File: src/rtl/seq_divider8.sv
// Sequential restoring divider: 2*WIDTH-bit dividend by WIDTH-bit divisor, one quotient bit
// per cycle, with early-out divide-by-zero and quotient-overflow detection.
module seq_divider8 #(
  parameter int unsigned WIDTH = 8
) (
  input  logic               clk,
  input  logic               rst_n,
  input  logic               start,
  input  logic [2*WIDTH-1:0] dividend,
  input  logic [WIDTH-1:0]   divisor,
  output logic [WIDTH-1:0]   quotient,
  output logic [WIDTH-1:0]   remainder,
  output logic               busy,
  output logic               done,
  output logic               dbz,
  output logic               ovf
);

  localparam int unsigned CntW = (WIDTH > 1) ? $clog2(WIDTH) : 1;

  typedef enum logic [1:0] {
    StIdle = 2'd0,
    StRun  = 2'd1,
    StDone = 2'd2
  } state_e;

  state_e r_state, w_state_d;

  logic [WIDTH-1:0] r_rem, r_shreg, r_div, r_quot, r_remo;
  logic [CntW-1:0]  r_cnt;
  logic             r_dbz, r_ovf;

  logic [WIDTH:0]   w_trial, w_diff, w_shift;
  logic             w_ge, w_last, w_is_dbz, w_is_ovf;
  logic [WIDTH-1:0] w_rem_nxt, w_shreg_nxt;

  // Datapath for one restoring step; r_shreg shifts dividend bits out and quotient bits in.
  always_comb begin
    w_trial     = {r_rem, r_shreg[WIDTH-1]};
    w_diff      = w_trial - {1'b0, r_div};
    w_ge        = (w_trial >= {1'b0, r_div});
    w_rem_nxt   = w_ge ? w_diff[WIDTH-1:0] : w_trial[WIDTH-1:0];
    w_shift     = {r_shreg, w_ge};
    w_shreg_nxt = w_shift[WIDTH-1:0];
    w_last      = (r_cnt == CntW'(WIDTH - 1));
    w_is_dbz    = (divisor == '0);
    w_is_ovf    = (dividend[2*WIDTH-1:WIDTH] >= divisor);
  end

  always_comb begin
    w_state_d = r_state;
    unique case (r_state)
      StIdle: begin
        if (start) begin
          w_state_d = (w_is_dbz || w_is_ovf) ? StDone : StRun;
        end
      end
      StRun:   if (w_last) w_state_d = StDone;
      StDone:  w_state_d = StIdle;
      default: w_state_d = StIdle;
    endcase
  end

  always_ff @(posedge clk) begin
    if (!rst_n) begin
      r_state <= StIdle;
    end else begin
      r_state <= w_state_d;
    end
  end

  always_ff @(posedge clk) begin
    if (!rst_n) begin
      r_rem   <= '0;
      r_shreg <= '0;
      r_div   <= '0;
      r_cnt   <= '0;
      r_quot  <= '0;
      r_remo  <= '0;
      r_dbz   <= 1'b0;
      r_ovf   <= 1'b0;
    end else begin
      unique case (r_state)
        StIdle: begin
          if (start) begin
            r_dbz <= w_is_dbz;
            r_ovf <= !w_is_dbz && w_is_ovf;
            if (w_is_dbz) begin
              r_quot <= '1;
              r_remo <= dividend[WIDTH-1:0];
            end else if (w_is_ovf) begin
              r_quot <= '1;
              r_remo <= '0;
            end else begin
              r_rem   <= dividend[2*WIDTH-1:WIDTH];
              r_shreg <= dividend[WIDTH-1:0];
              r_div   <= divisor;
              r_cnt   <= '0;
            end
          end
        end
        StRun: begin
          r_rem   <= w_rem_nxt;
          r_shreg <= w_shreg_nxt;
          if (w_last) begin
            r_cnt  <= '0;
            r_quot <= w_shreg_nxt;
            r_remo <= w_rem_nxt;
          end else begin
            r_cnt <= r_cnt + 1'b1;
          end
        end
        default: ;
      endcase
    end
  end

  assign quotient  = r_quot;
  assign remainder = r_remo;
  assign dbz       = r_dbz;
  assign ovf       = r_ovf;
  assign busy      = (r_state == StRun);
  assign done      = (r_state == StDone);

endmodule

File: config.mk
export PLATFORM = sky130hd
export DESIGN_NAME = seq_divider8
export DESIGN_NICKNAME = d
export VERILOG_FILES = /design/src/rtl/seq_divider8.sv
export SDC_FILE = /design/constraint.sdc
export NUM_CORES = 1
export LEC_CHECK = 0
export CAP_MARGIN = 10
export CELL_PAD_IN_SITES_DETAIL_PLACEMENT = 1
export CELL_PAD_IN_SITES_GLOBAL_PLACEMENT = 2
export CORE_ASPECT_RATIO = 1.5
export CORE_UTILIZATION = 30
export CTS_BUF_LIST = sky130_fd_sc_hd__clkbuf_2
export DETAILED_ROUTE_END_ITERATION = 8
export GPL_ROUTABILITY_DRIVEN = 0
export PLACE_DENSITY_LB_ADDON = 0.1
export SYNTH_ARGS = -nofsm -noshare
export SYNTH_HDL_FRONTEND = slang
export SYNTH_SLANG_ARGS = --single-unit
export TNS_END_PERCENT = 50
File: constraint.sdc
create_clock -name clk -period 3 [get_ports clk]
set_clock_uncertainty 0.2 [all_clocks]
set_input_delay 0.6 -clock clk [delete_from_list [all_inputs] [get_ports clk]]
set_output_delay 0.6 -clock clk [all_outputs]
set_load 0.02 [all_outputs]
==> impl_metrics.yaml, run 1 <==
outcome:
  status: "complete, no violations"
yosys:
  synth_compound_area_frac: 0.282
  synthMuxAreaShare: 0.0315
  synthTopCellsByArea: "dfxtp_1 (33%), ha_1 (7.9%), o211a_1 (5.6%)"
  yosys.area.top_type: "dfxtp_1"
  synth-simple-area-share: 0.200
  synth-xor-area-share: 0.00306
  synth_edf_count: 0
  synth_top_family_by_area: "compound AO/OA/AOI/OAI gates"
  synthArstFlopShare: 0
  synth_seq_area_share: 0.329
  yosys.area_share.adder: 0.0857
  synthFlopType: "dfxtp_1"
  synthDistinctLibCells: 53
  synthCells: 346
  synth_nets: 392
  netlist.area_leader.share: 0.329
  synth-seq-cells: 47
  yosys_warnings: 0
  syn_area_um2: 2860
  syn_avg_cell_area_um2: 8.27
clock_network:
  cts.reportedPaths.clkPinSlew_ns: 0.24
  htree_num_levels: 2
  cts_setup_buffers: 0
  cts_tree: "built"
  cts-root-buf: "clkbuf_2"
  max-clock-path-buffers: 2
  cts_sinks: 47
  ctsResizeCount: 0
  clock_latency_ns: 0.44
  hold_buffers: 0
  cts_buffers: 5
die:
  die_area_um2: 9940
  initial_core_util: 0.309
  ios: 47
  die_w_um: 81.7
  num_rows: 43
  die_y_um: 122
  core_um2: 9250
global_route:
  gr-total-overflow: 0
  grtUsageTotal: 0.193
  grt_pass1_wl_um: 14300
  antenna_found_initial: 1
  grt_pass1_vias: 2859
  grt_max_degree: 31
critical_path:
  start_kind: "input pin"
  required_ns: 3.17
  crit_path_max_fanout: 9
  crit_type: "input pin to flop"
  crit_arrival_ns: 2.97
  endpoint_kind: "flop"
timing:
  hold_ws_ns: 0.284
  finalSetupViolations: 0
  rsz0062_at_grt: "false"
  period_share: 0.933
  drv_slew: 0
  hold_violations: 0
  fin_crit_ns: 2.80
  relSlewSlack: 0.710
  fmax_ghz: 0.357
  worst-slew-pin-transition_ns: 0.431
cells_and_area:
  finish.utilization: 0.406
  nets: 457
  area_growth_pct: 31.3
  drive_gt1_frac: 0.136
  post_layout_nonfiller_instances: 525
power_and_ir_drop:
  combPwrFrac: 0.419
  leakage_nw: 1.66
  p_sw_mw: 0.747
  netSwitchingFraction: 0.365
  p_clk_frac: 0.218
  intPower_mw: 1.30
  vdd_ir_drop_max_uv: 286
  power_frac_seq: 0.363
  p_per_area_nw_per_um2: 544
min_path:
  worstHoldPathType: "flop to flop"
detailed_routing:
  route.detailed.drc: 0
  wire_per_inst_um: 17.1
  final_antenna_net_count: 0
  num_vias: 2786
  dr.first_iter.drc_count: 93
  dr.pass1.iters: 4
  drt-total-wl_um: 9000
  viasPerCell: 5.31
placed_design:
  dpl.hpwl_um: 6900
  port_buffers: 46
  dp.cells: 516
job:
  cap_violations: 0
-- state kept, by name (all words and copies together) (netlist names) --
name       count
r_cnt          3
ovf            1
r_rem          8
r_div          8
r_shreg        8
dbz            1
remainder      8
quotient       8
r_state        2
-- cell families after synthesis --
| group | after synthesis |
|---|---|
| compound gates | 112 |
| xor+xnor | 1 |
| fa+ha+maj | 19 |
| buf+inv | 44 |
| flops | 47 |
| mux | 9 |
| simple gates | 114 |
-- layer usage --
metal,GRT usage,share of wire,vias up
met5,0,0,-
met4,0.0724,0.020,0
met3,0.0240,0.026,10
met2,0.347,0.52,40
met1,0.226,0.43,1350
li1,-,-,1386
-- cell type report --
class	count	area, um^2
sequential	47	941
tap	112	140
timing repair buffer	82	781
fill	1144	5500
clock inverter	2	60.1
multi-input combinational	255	1730
inverter	20	75.1
antenna	1	2.50
clock buffer	6	30.0
-- layout by cell type (no fill, tap or decap), types with 9 or more instances in the layout --
cell type        count
a21oi_1             20
buf_4               32
clkdlybuf4s50_1     46
dfxtp_1             47
ha_1                18
inv_1               20
mux2i_1              9
nand2_1             29
nand3_1             26
nor2_1              18
nor2b_1             17
o211a_1             16
o21ai_0             25
-- per-stage QoR --
stage / worst slack, ns / total power, mW / cell area [um^2] / TNS (ns)
floorplan: 0.460 / 1.29 / 2860 / 0
detailed placement: -0.290 / 1.61 / 3660 / -8.30
CTS: 0.212 / 2.07 / 3750 / 0
finish: 0.201 / 2.05 / 3760 / 0
global route: 0.0760 / 2.18 / 3760 / 0
global placement: -0.185 / 1.60 / 3660 / -5.57
-- worst paths after layout --
path                                      to  cells after the start  slack, ns         from
worst max-delay path                r_div[7]                     11       0.20  dividend[8]
worst min-delay path                     dbz                      2       0.28          dbz
worst max register to register  remainder[6]                      9       0.39   r_shreg[7]
worst min register to register           dbz                      2       0.28          dbz
-- worst max-delay path, stage by stage --
cell,delay [ns]
clkdlybuf4s50_1,0.48
inv_1,0.05
ha_1,0.27
nand2b_1,0.15
a2111oi_2,0.39
buf_4,0.18
o31a_2,0.15
nor3b_2,0.16
buf_4,0.24
mux2i_1,0.21
nor2b_1,0.07
-- synthesized netlist by cell type, types with 2 or more instances --
cell type  instances
ha_1              18
clkbuf_1          13
buf_6              2
nor3b_1            2
a21oi_1           20
a21o_1             6
and3_1             3
a211oi_1           6
nor2b_1           17
inv_1             20
nand3_1           26
o221a_2            2
a22oi_1            4
nand2_1           29
buf_2              4
a32o_1             2
nand2b_1           6
dfxtp_1           47
a31oi_1            6
nor3_1             5
a311oi_1           2
o21ai_0           25
mux2i_1            9
o211a_1           16
nor2_1            18
o21a_1             4
buf_4              3
o211ai_1           5
o311ai_0           2
-- power groups by stage --
stage | sequential [mW] | clock, mW | combinational [mW]
2_1_floorplan | 0.766 | 0 | 0.521
3_3_place_gp | 0.756 | 0 | 0.844
3_5_place_dp | 0.756 | 0 | 0.857
4_1_cts | 0.744 | 0.461 | 0.864
5_1_grt | 0.752 | 0.481 | 0.943
6_report | 0.743 | 0.446 | 0.856
No activity file was read; power rests on OpenSTA's default activity.
==> inputs of run 2 (changes only) <==
--- a/config.mk
+++ b/config.mk
@@ -5,6 +5,7 @@
 export SDC_FILE = /design/constraint.sdc
 export NUM_CORES = 1
 export LEC_CHECK = 0
+export ABC_AREA = 1
 export CAP_MARGIN = 10
 export CELL_PAD_IN_SITES_DETAIL_PLACEMENT = 1
 export CELL_PAD_IN_SITES_GLOBAL_PLACEMENT = 2
@@ -14,6 +15,7 @@
 export DETAILED_ROUTE_END_ITERATION = 8
 export GPL_ROUTABILITY_DRIVEN = 0
 export PLACE_DENSITY_LB_ADDON = 0.1
+export SKIP_LAST_GASP = 1
 export SYNTH_ARGS = -nofsm -noshare
 export SYNTH_HDL_FRONTEND = slang
 export SYNTH_SLANG_ARGS = --single-unit
==> run 2 against run 1 <==
  * Sequential power increased by 8.5%
  * Largest cell class unchanged
  * Largest power group unchanged
  * Power up 11%
  * Die area grew 4.9%
  * Sequential share of layout area is 0.84 points higher
  * Worst hold slack worse by 0.0035 ns
  * Cell count increased by 21%
  * Core utilization down 3.1 points
  * Final area shrank 3.3%
  * Clock power down 33%
  * Wire length rose by 2.1%
  * Global-route usage down 0.58 points
==> impl_metrics.yaml, run 2 <==
detailed_routing:
  routed.top_layer: "met4"
  wl_met2_um: 4720
  wire_per_inst_um: 14.4
  num_vias: 3001
  wl_met1_um: 4010
  viasPerCell: 4.72
  route.detailed.drc: 0
  final_antenna_net_count: 0
  dr.pass1.iters: 4
  dr_wl_met3_um: 191
  drt-total-wl_um: 9190
  dr.first_iter.drc_count: 73
timing:
  fin_crit_ns: 2.54
  period_share: 0.846
  drv_slew: 0
  rsz0062_at_grt: "false"
  setup_tns_ns: 0
  relSlewSlack: 0.657
  hold_violations: 0
  worst-slew-pin-transition_ns: 0.514
  finalSetupViolations: 0
  fmax_ghz: 0.394
placed_design:
  dpl.hpwl_um: 7380
  port_buffers: 46
yosys:
  synth_top_cells_by_count: "nand2_1 (138), nor2_1 (86), inv_1 (61), dfxtp_1 (47), nand3_1 (36)"
  synthDistinctLibCells: 32
  synth-seq-cells: 47
  synth_nets: 520
  synthFlopType: "dfxtp_1"
  yosys.area.top_type: "dfxtp_1"
  yosys_warnings: 0
  synthArstFlopShare: 0
  synth_most_common_cell: "nand2_1"
  syn_area_um2: 3000
  syn_avg_cell_area_um2: 6.34
  synth_seq_area_share: 0.313
  synthTopCellsByArea: "dfxtp_1 (31%), nand2_1 (17%), nor2_1 (11%)"
  netlist.area_leader.share: 0.313
  synth_edf_count: 0
  synthCells: 474
critical_path:
  critPathSlowestCell: "clkdlybuf4s50_1"
  start_kind: "flop"
  endpoint_kind: "output pin"
  crit_path_max_incr_delay_ns: 0.63
  required_ns: 2.20
  path_cells: "inv_1 -> nor2_2 -> clkdlybuf4s50_1"
  crit_family: "buffers and inverters"
  crit_type: "flop to output pin"
  crit_arrival_ns: 1.74
  path_buf_inv: 2
  crit_path_max_fanout: 3
clock_network:
  cts_buffers: 5
  hold_buffers: 0
  cts.reportedPaths.clkPinSlew_ns: 0.28
  cts-root-buf: "clkbuf_2"
  cts_tree: "built"
  htree_num_levels: 2
  max-clock-path-buffers: 2
  clock_latency_ns: 0.47
  cts_sinks: 47
  ctsResizeCount: 0
  cts_setup_buffers: 0
power_and_ir_drop:
  leakage_nw: 1.78
  vdd_ir_drop_max_uv: 245
  p_per_area_nw_per_um2: 627
cells_and_area:
  finish.utilization: 0.375
  drive_gt1_frac: 0.0692
  multiInputGateArea_um2: 1740
  regArea_um2: 941
  fill_cells: 1287
  final_cell_mix: "nand2_1 (138), nor2_1 (86), inv_1 (61)"
  layout_commonest_cell: "nand2_1"
  area_growth_pct: 21.0
  nets: 565
outcome:
  status: "complete, no violations"
die:
  die_area_um2: 10400
  ios: 47
  core_um2: 9690
  die_y_um: 125
  die_w_um: 83.7
  initial_core_util: 0.310
  num_rows: 44
global_route:
  grtUsageTotal: 0.187
  grt_pass1_vias: 3110
  grt_max_degree: 34
  grt_pass1_wl_um: 15400
  gr-total-overflow: 0
  antenna_found_initial: 1
job:
  cap_violations: 0
min_path:
  worstHoldPathType: "flop to flop"
[run 2: cell count changes after synthesis, sizes merged, moves of 9 or more]
cell,delta
inv,+45
o21ai,-17
nand4,+10
nand2,+116
nor2b,-17
o211a,-16
nand3,+12
nor2,+73
mux2i,-9
clkbuf,-9
[run 2: where the power goes]
group | internal (mW) | switching (mW)
logic | 0.443 | 0.734
clock network | 0.0602 | 0.236
registers | 0.735 | 0.0710
total | 1.24 | 1.04
[run 2: stage by stage]
step / setup slack [ns] / hold WS, ns / instances / area [um^2] / power (mW)
6_report: 0.462 / 0.281 / 636 / 3630 / 2.28
3_5_place_dp: 0.0481 / 0.258 / 627 / 3590 / 2.02
2_1_floorplan: 0.796 / 0.241 / 474 / 3000 / 1.63
4_1_cts: 0.398 / 0.288 / 635 / 3630 / 2.33
5_1_grt: 0.353 / 0.296 / 636 / 3630 / 2.50
3_3_place_gp: 0.122 / 0.247 / 627 / 3590 / 2.00
[run 2: worst reg2reg max path: stages (launching register included)]
cell,delay [ns]
dfxtp_1,0.40
inv_1,0.06
ha_1,0.34
nand2_1,0.14
nor2_1,0.06
nand2_1,0.06
nor2_1,0.05
nor2_2,0.34
nand2_4,0.16
nand3b_1,0.13
nand2_1,0.09
nor2_1,0.20
nor2_1,0.06
[run 2: layer usage]
metal  up-vias  GRT usage
met4         0     0.0748
met1      1382      0.216
met5         -          0
met2        45      0.341
li1       1559          -
met3        15     0.0258
[run 2: logic make-up after synthesis]
| logic type | after synthesis | synth area share |
|---|---|---|
| AND/OR/NAND/NOR | 291 | 0.419 |
| buffers and inverters | 79 | 0.107 |
| flip-flops | 47 | 0.313 |
| AO/OA/AOI/OAI | 34 | 0.0679 |
| adder cells (fa/ha/maj) | 19 | 0.0816 |
| XOR/XNOR | 4 | 0.0117 |
[run 2: worst paths after layout]
path	slack (ns)	start	cells past startpoint	endpoint
setup / recovery	0.46	r_state[0]	3	busy
hold / removal	0.28	r_div[3]	2	r_div[3]
setup reg to reg	0.64	r_div[5]	12	remainder[1]
hold reg to reg	0.28	r_div[3]	2	r_div[3]
[run 2: final cells by class]
cell class / count / share of cell area
Tap cell: 115 / 0.0396
Antenna cell: 1 / 0.000688
Clock inverter: 2 / 0.00344
Timing Repair Buffer: 52 / 0.143
Sequential cell: 47 / 0.259
Inverter: 65 / 0.0671
Clock buffer: 6 / 0.00826
Multi-Input combinational cell: 348 / 0.480
==> edit 1: new RTL, config.mk and constraints of run 1 <==
Register the outputs `busy` and `done`, cleared by the reset; this adds one clock of latency there. The other outputs are not delayed to match.
--- a/src/rtl/seq_divider8.sv
+++ b/src/rtl/seq_divider8.sv
@@ -119,8 +119,15 @@
   assign remainder = r_remo;
   assign dbz       = r_dbz;
   assign ovf       = r_ovf;
-  assign busy      = (r_state == StRun);
-  assign done      = (r_state == StDone);
+  always_ff @(posedge clk) begin
+    if (!rst_n) begin
+      busy <= '0;
+      done <= '0;
+    end else begin
+      busy <= (r_state == StRun);
+      done <= (r_state == StDone);
+    end
+  end
 
 endmodule
 
Function: changed (Yosys sat finds a counterexample within 4 cycles, from zero or initial values and one cycle with rst_n low).
==> edit 1 against run 1 <==
Wire length is 9.2% higher; cell area is 4.1% higher; final cell count is 2.1% higher; fmax is 5.8% higher; total power is 2.2% lower; sequential share of layout area hardly changed; area after synthesis is 9.3% higher; sequential power is 3.8% higher; synthesized cell count is 3.2% higher; setup slack better by 150 ps; sequential cell count is 2 higher; critical endpoint is now r_rem[0]; largest cell class unchanged.
==> edit 1: results (changes against run 1) <==
** Outcome
- Result of the run :: finished clean (unchanged)

** Routing
- The number of DRC markers after the initial detailed-route iteration came to 70 (was 93).
- The total number of vias was 2930 (was 2786).
- The total wirelength of the detailed-routed design is 9.83 mm (was 9.00 mm).
- The routed length on met2 was 5.09 mm (was 4.70 mm).
- The met1 layer wirelength in the final routing came to 4.26 mm (was 3.88 mm).
- The uppermost signal routing layer after detailed routing was met4 (unchanged).
- The routed length on met3 is 201 um (was 230 um).
- The via density per instance was 5.47 (was 5.31).

** Cells and area
- The count of nets after finishing is 463 (was 457).
- The layout cell share with drive strength beyond 1 was 18.7% (was 13.6%).

** Clock tree
- Inserted Clock Buffers :: 5 (unchanged)
- The clock transition at the register clock pins on the worst setup and hold paths after CTS was 270 ps (was 240 ps).
- The clock network latency to the later pin of the worst-skew pair came to 460 ps (was 440 ps).

** Setup path
- CP max FO :: 8 (was 9)
- Cell family with the largest share of critical-path delay :: compound AO/OA/AOI/OAI gates (was buffers and inverters)
- Signal arrival time at the worst endpoint :: 2810 ps (was 2970 ps)

** Power and ir drop
- Worst IR drop on VDD :: 0.183 mV (was 0.286 mV)
- Standby leakage power :: 1.52 nW (was 1.66 nW)

** STA
- Slew at the pin closest to its max-slew limit :: 671 ps (was 431 ps)

** Placed design
- The standard cell area after detailed placement is 3860 um^2 (was 3660 um^2).
- The sum of net half-perimeters after detailed placement was 7.82 mm (was 6.90 mm).
- Worst slack at placement :: -160 ps (was -290 ps)
- The number of placed cells counting well taps came to 527 (was 516).

** Logic synthesis
- Most frequent cells after synthesis :: 49 x dfxtp_1, 28 x nor2_1, 26 x nor3_1, 21 x inv_1, 21 x nand2_1 (was 47 x dfxtp_1, 29 x nand2_1, 26 x nand3_1, 25 x o21ai_0)
- Sequential-to-total area share from yosys stat :: 31.4% (was 32.9%)
- Synth area leaders: dfxtp_1 31%, ha_1 7.2%, nor3_1 4.2% (was dfxtp_1 33%, ha_1 7.9%, o211a_1 5.6%).
- The average size of a mapped cell is 8.76 um^2 (was 8.27 um^2).
- The number of nets in the synthesized netlist came to 403 (was 392).
- The number of distinct library cell variants in the gate-level netlist after synthesis is 69 (was 53).

** Global route
- Global-route usage over all layers :: 19.4% (was 19.3%)
- The met3 routing resource usage after global routing is 2.26% (was 2.40%).
- Routing usage on met2 :: 35.1% (was 34.7%)
- Fraction of met1 tracks used by global routing :: 23.4% (was 22.6%)
- The wire length of the first global-routing pass came to 16.3 mm (was 14.3 mm).
- Vias in the first global route :: 3102 (was 2859)
edit 1: cell count changes in the layout (fill, tap and decap cells not counted), sizes merged, moves of 4 or more:
| cell | change |
|---|---|
| buf | -5 |
| nand3 | -12 |
| nor3 | +22 |
| a22oi | -4 |
| a211oi | +4 |
| nor2 | +9 |
| nor2b | -10 |
| nand4 | +5 |
| o31ai | +4 |
| a31oi | -4 |
| a311oi | +13 |
| nand2 | -5 |
| o211a | -16 |
| o21ai | -8 |
edit 1: logic make-up (layout without fill, tap and decap cells):
logic type	Yosys count	after routing	share of synthesized area (%)
AO/OA/AOI/OAI	105	105	28.2
AND/OR/NAND/NOR	129	129	22.7
adder cells (fa/ha/maj)	19	19	7.84
buffers and inverters	45	106	6.72
other	0	1	0
XOR/XNOR	1	1	0.280
flip-flops	49	49	31.4
multiplexers	9	9	2.88
edit 1: power by group:
part / internal (mW) / leakage [nW] / switching [mW] / total [mW]
Sequential: 0.718 / 0.402 / 0.0523 / 0.771
Clock: 0.0598 / 0.0252 / 0.236 / 0.296
Combinational: 0.389 / 1.10 / 0.545 / 0.934
edit 1: cell type report:
| type | instances | area, um^2 |
|---|---|---|
| Multi-Input combinational cell | 263 | 1940 |
| Antenna cell | 1 | 2.50 |
| Clock inverter | 2 | 15.0 |
| Timing Repair Buffer | 77 | 718 |
| Fill cell | 1218 | 6220 |
| Sequential cell | 49 | 981 |
| Tap cell | 117 | 146 |
| Clock buffer | 6 | 30.0 |
| Inverter | 21 | 78.8 |
edit 1: worst paths after layout:
kind,from,to,slack [ps]
max,dividend[8],r_rem[0],350
min,ovf,ovf,290
max reg2reg,r_shreg[7],remainder[4],390
min reg2reg,ovf,ovf,290
==> edit 2: new RTL, flow settings as in run 1 <==
Made on the original files. Set the parameter `WIDTH` to 16 (it was 8).
--- a/src/rtl/seq_divider8.sv
+++ b/src/rtl/seq_divider8.sv
@@ -1,7 +1,7 @@
 // Sequential restoring divider: 2*WIDTH-bit dividend by WIDTH-bit divisor, one quotient bit
 // per cycle, with early-out divide-by-zero and quotient-overflow detection.
 module seq_divider8 #(
-  parameter int unsigned WIDTH = 8
+  parameter int unsigned WIDTH = 16
 ) (
   input  logic               clk,
   input  logic               rst_n,
Interface: changed (resized dividend, divisor, quotient and remainder); port bits go from 47 to 87. The function was not compared with the original's and may differ.
==> edit 2 against run 1 <==
Via count is 85% higher; cell area is 97% higher; total power grew to 3.7 times the old value; critical path depth is 3 higher; sequential share of layout area is 0.97 points lower; wire length is 100% higher; combinational power grew to 6.0 times the old value; core utilization is 4.9 points higher; setup slack worse by 180 ps; sequential cell count is 41 higher; area after synthesis is 74% higher; highest routed layer unchanged.
==> edit 2: results (changes against run 1) <==
** Cells and area
- Layout cells sized above 1 :: 26.3% (was 13.6%)
- Filler cells :: 1952 (was 1144)
- The total area of multi-input combinational cells was 3280 um^2 (was 1730 um^2).
- Non-Clock Buffer Count :: 192 (was 82)
- Net total in the final layout :: 878 (was 457)
- Inverters :: 38 (was 20)
- The filler-free cell count of the finished design is 1004 (was 525).
- The sequential share of cell area came to 24.1% (was 25.0%).

** Setup path
- Signal arrival time at the worst endpoint :: 3250 ps (was 2970 ps)
- Reg2reg setup slack :: 20 ps (was 390 ps)
- R2R cell count :: 14 (was 9)
- Beginning of the critical path :: r_div[2] (was dividend[8])
- Slowest cell delay on critical path :: 400 ps (was 480 ps)

** Outcome
- Result of the run :: finished clean (unchanged)

** Placed design
- The sum of net half-perimeters after detailed placement is 13.9 mm (was 6.90 mm).
- The number of placed cells counting well taps is 978 (was 516).
- The worst slack at placement was -925 ps (was -290 ps).

** Power and ir drop
- The internal power consumption came to 4.26 mW (was 1.30 mW).
- Comb pwr :: 5.15 mW (was 856 uW)

** Global route
- The largest net degree at the start of global routing is 67 (was 31).

** Routing
- Met3 Routed Length :: 430 um (was 230 um)
- Wirelength per Cell :: 18.2 um (was 17.1 um)
- The number of DRC markers after the initial detailed-route iteration came to 113 (was 93).

** Logic synthesis
- The synthesized instance count is 633 (was 346).
- Post-Syn Area :: 4990 um^2 (was 2860 um^2)
- Fraction of the mapped netlist area in adder cells :: 8.68% (was 8.57%)
- Share of the synthesized area in compound gates (AO/OA/AOI/OAI) :: 25.8% (was 28.2%)
- The post-synthesis share of cell area spent on xor and xnor gates is 1.76% (was 0.306%).
- Flops & latches, synth :: 88 (was 47)

** Hold path
- Hold Path Cell Cnt :: 3 (was 2)

** STA
- Slew at the pin closest to its max-slew limit :: 517 ps (was 431 ps)
- Post-layout min period :: 2980 ps (was 2800 ps)

** Clock tree
- H-tree depth reported by CTS :: 3 (was 2)
- Number of instances resized during post-cts repair :: 47 (was 0)
[edit 2: cell types whose count changed in the layout (fill, tap and decap cells not counted), moves of 16 or more]
| cell | run 1 | this run |
|---|---|---|
| o211a_1 | 16 | 0 |
| nor2_1 | 18 | 73 |
| dfxtp_2 | 0 | 17 |
| nand3_1 | 26 | 4 |
| nand2_1 | 29 | 89 |
| dfxtp_1 | 47 | 71 |
| a21oi_1 | 20 | 48 |
| nor2b_1 | 17 | 1 |
| buf_4 | 32 | 88 |
| clkdlybuf4s50_1 | 46 | 82 |
[edit 2: critical path, delay by kind of cell, from the launching register on]
family / cells / cell delay [ps]
AOI/OAI and AO/OA: 6 / 1040
adders and majority gates: 1 / 250
buffers and inverters: 5 / 600
DFF: 1 / 400
and+or+nand+nor: 2 / 370
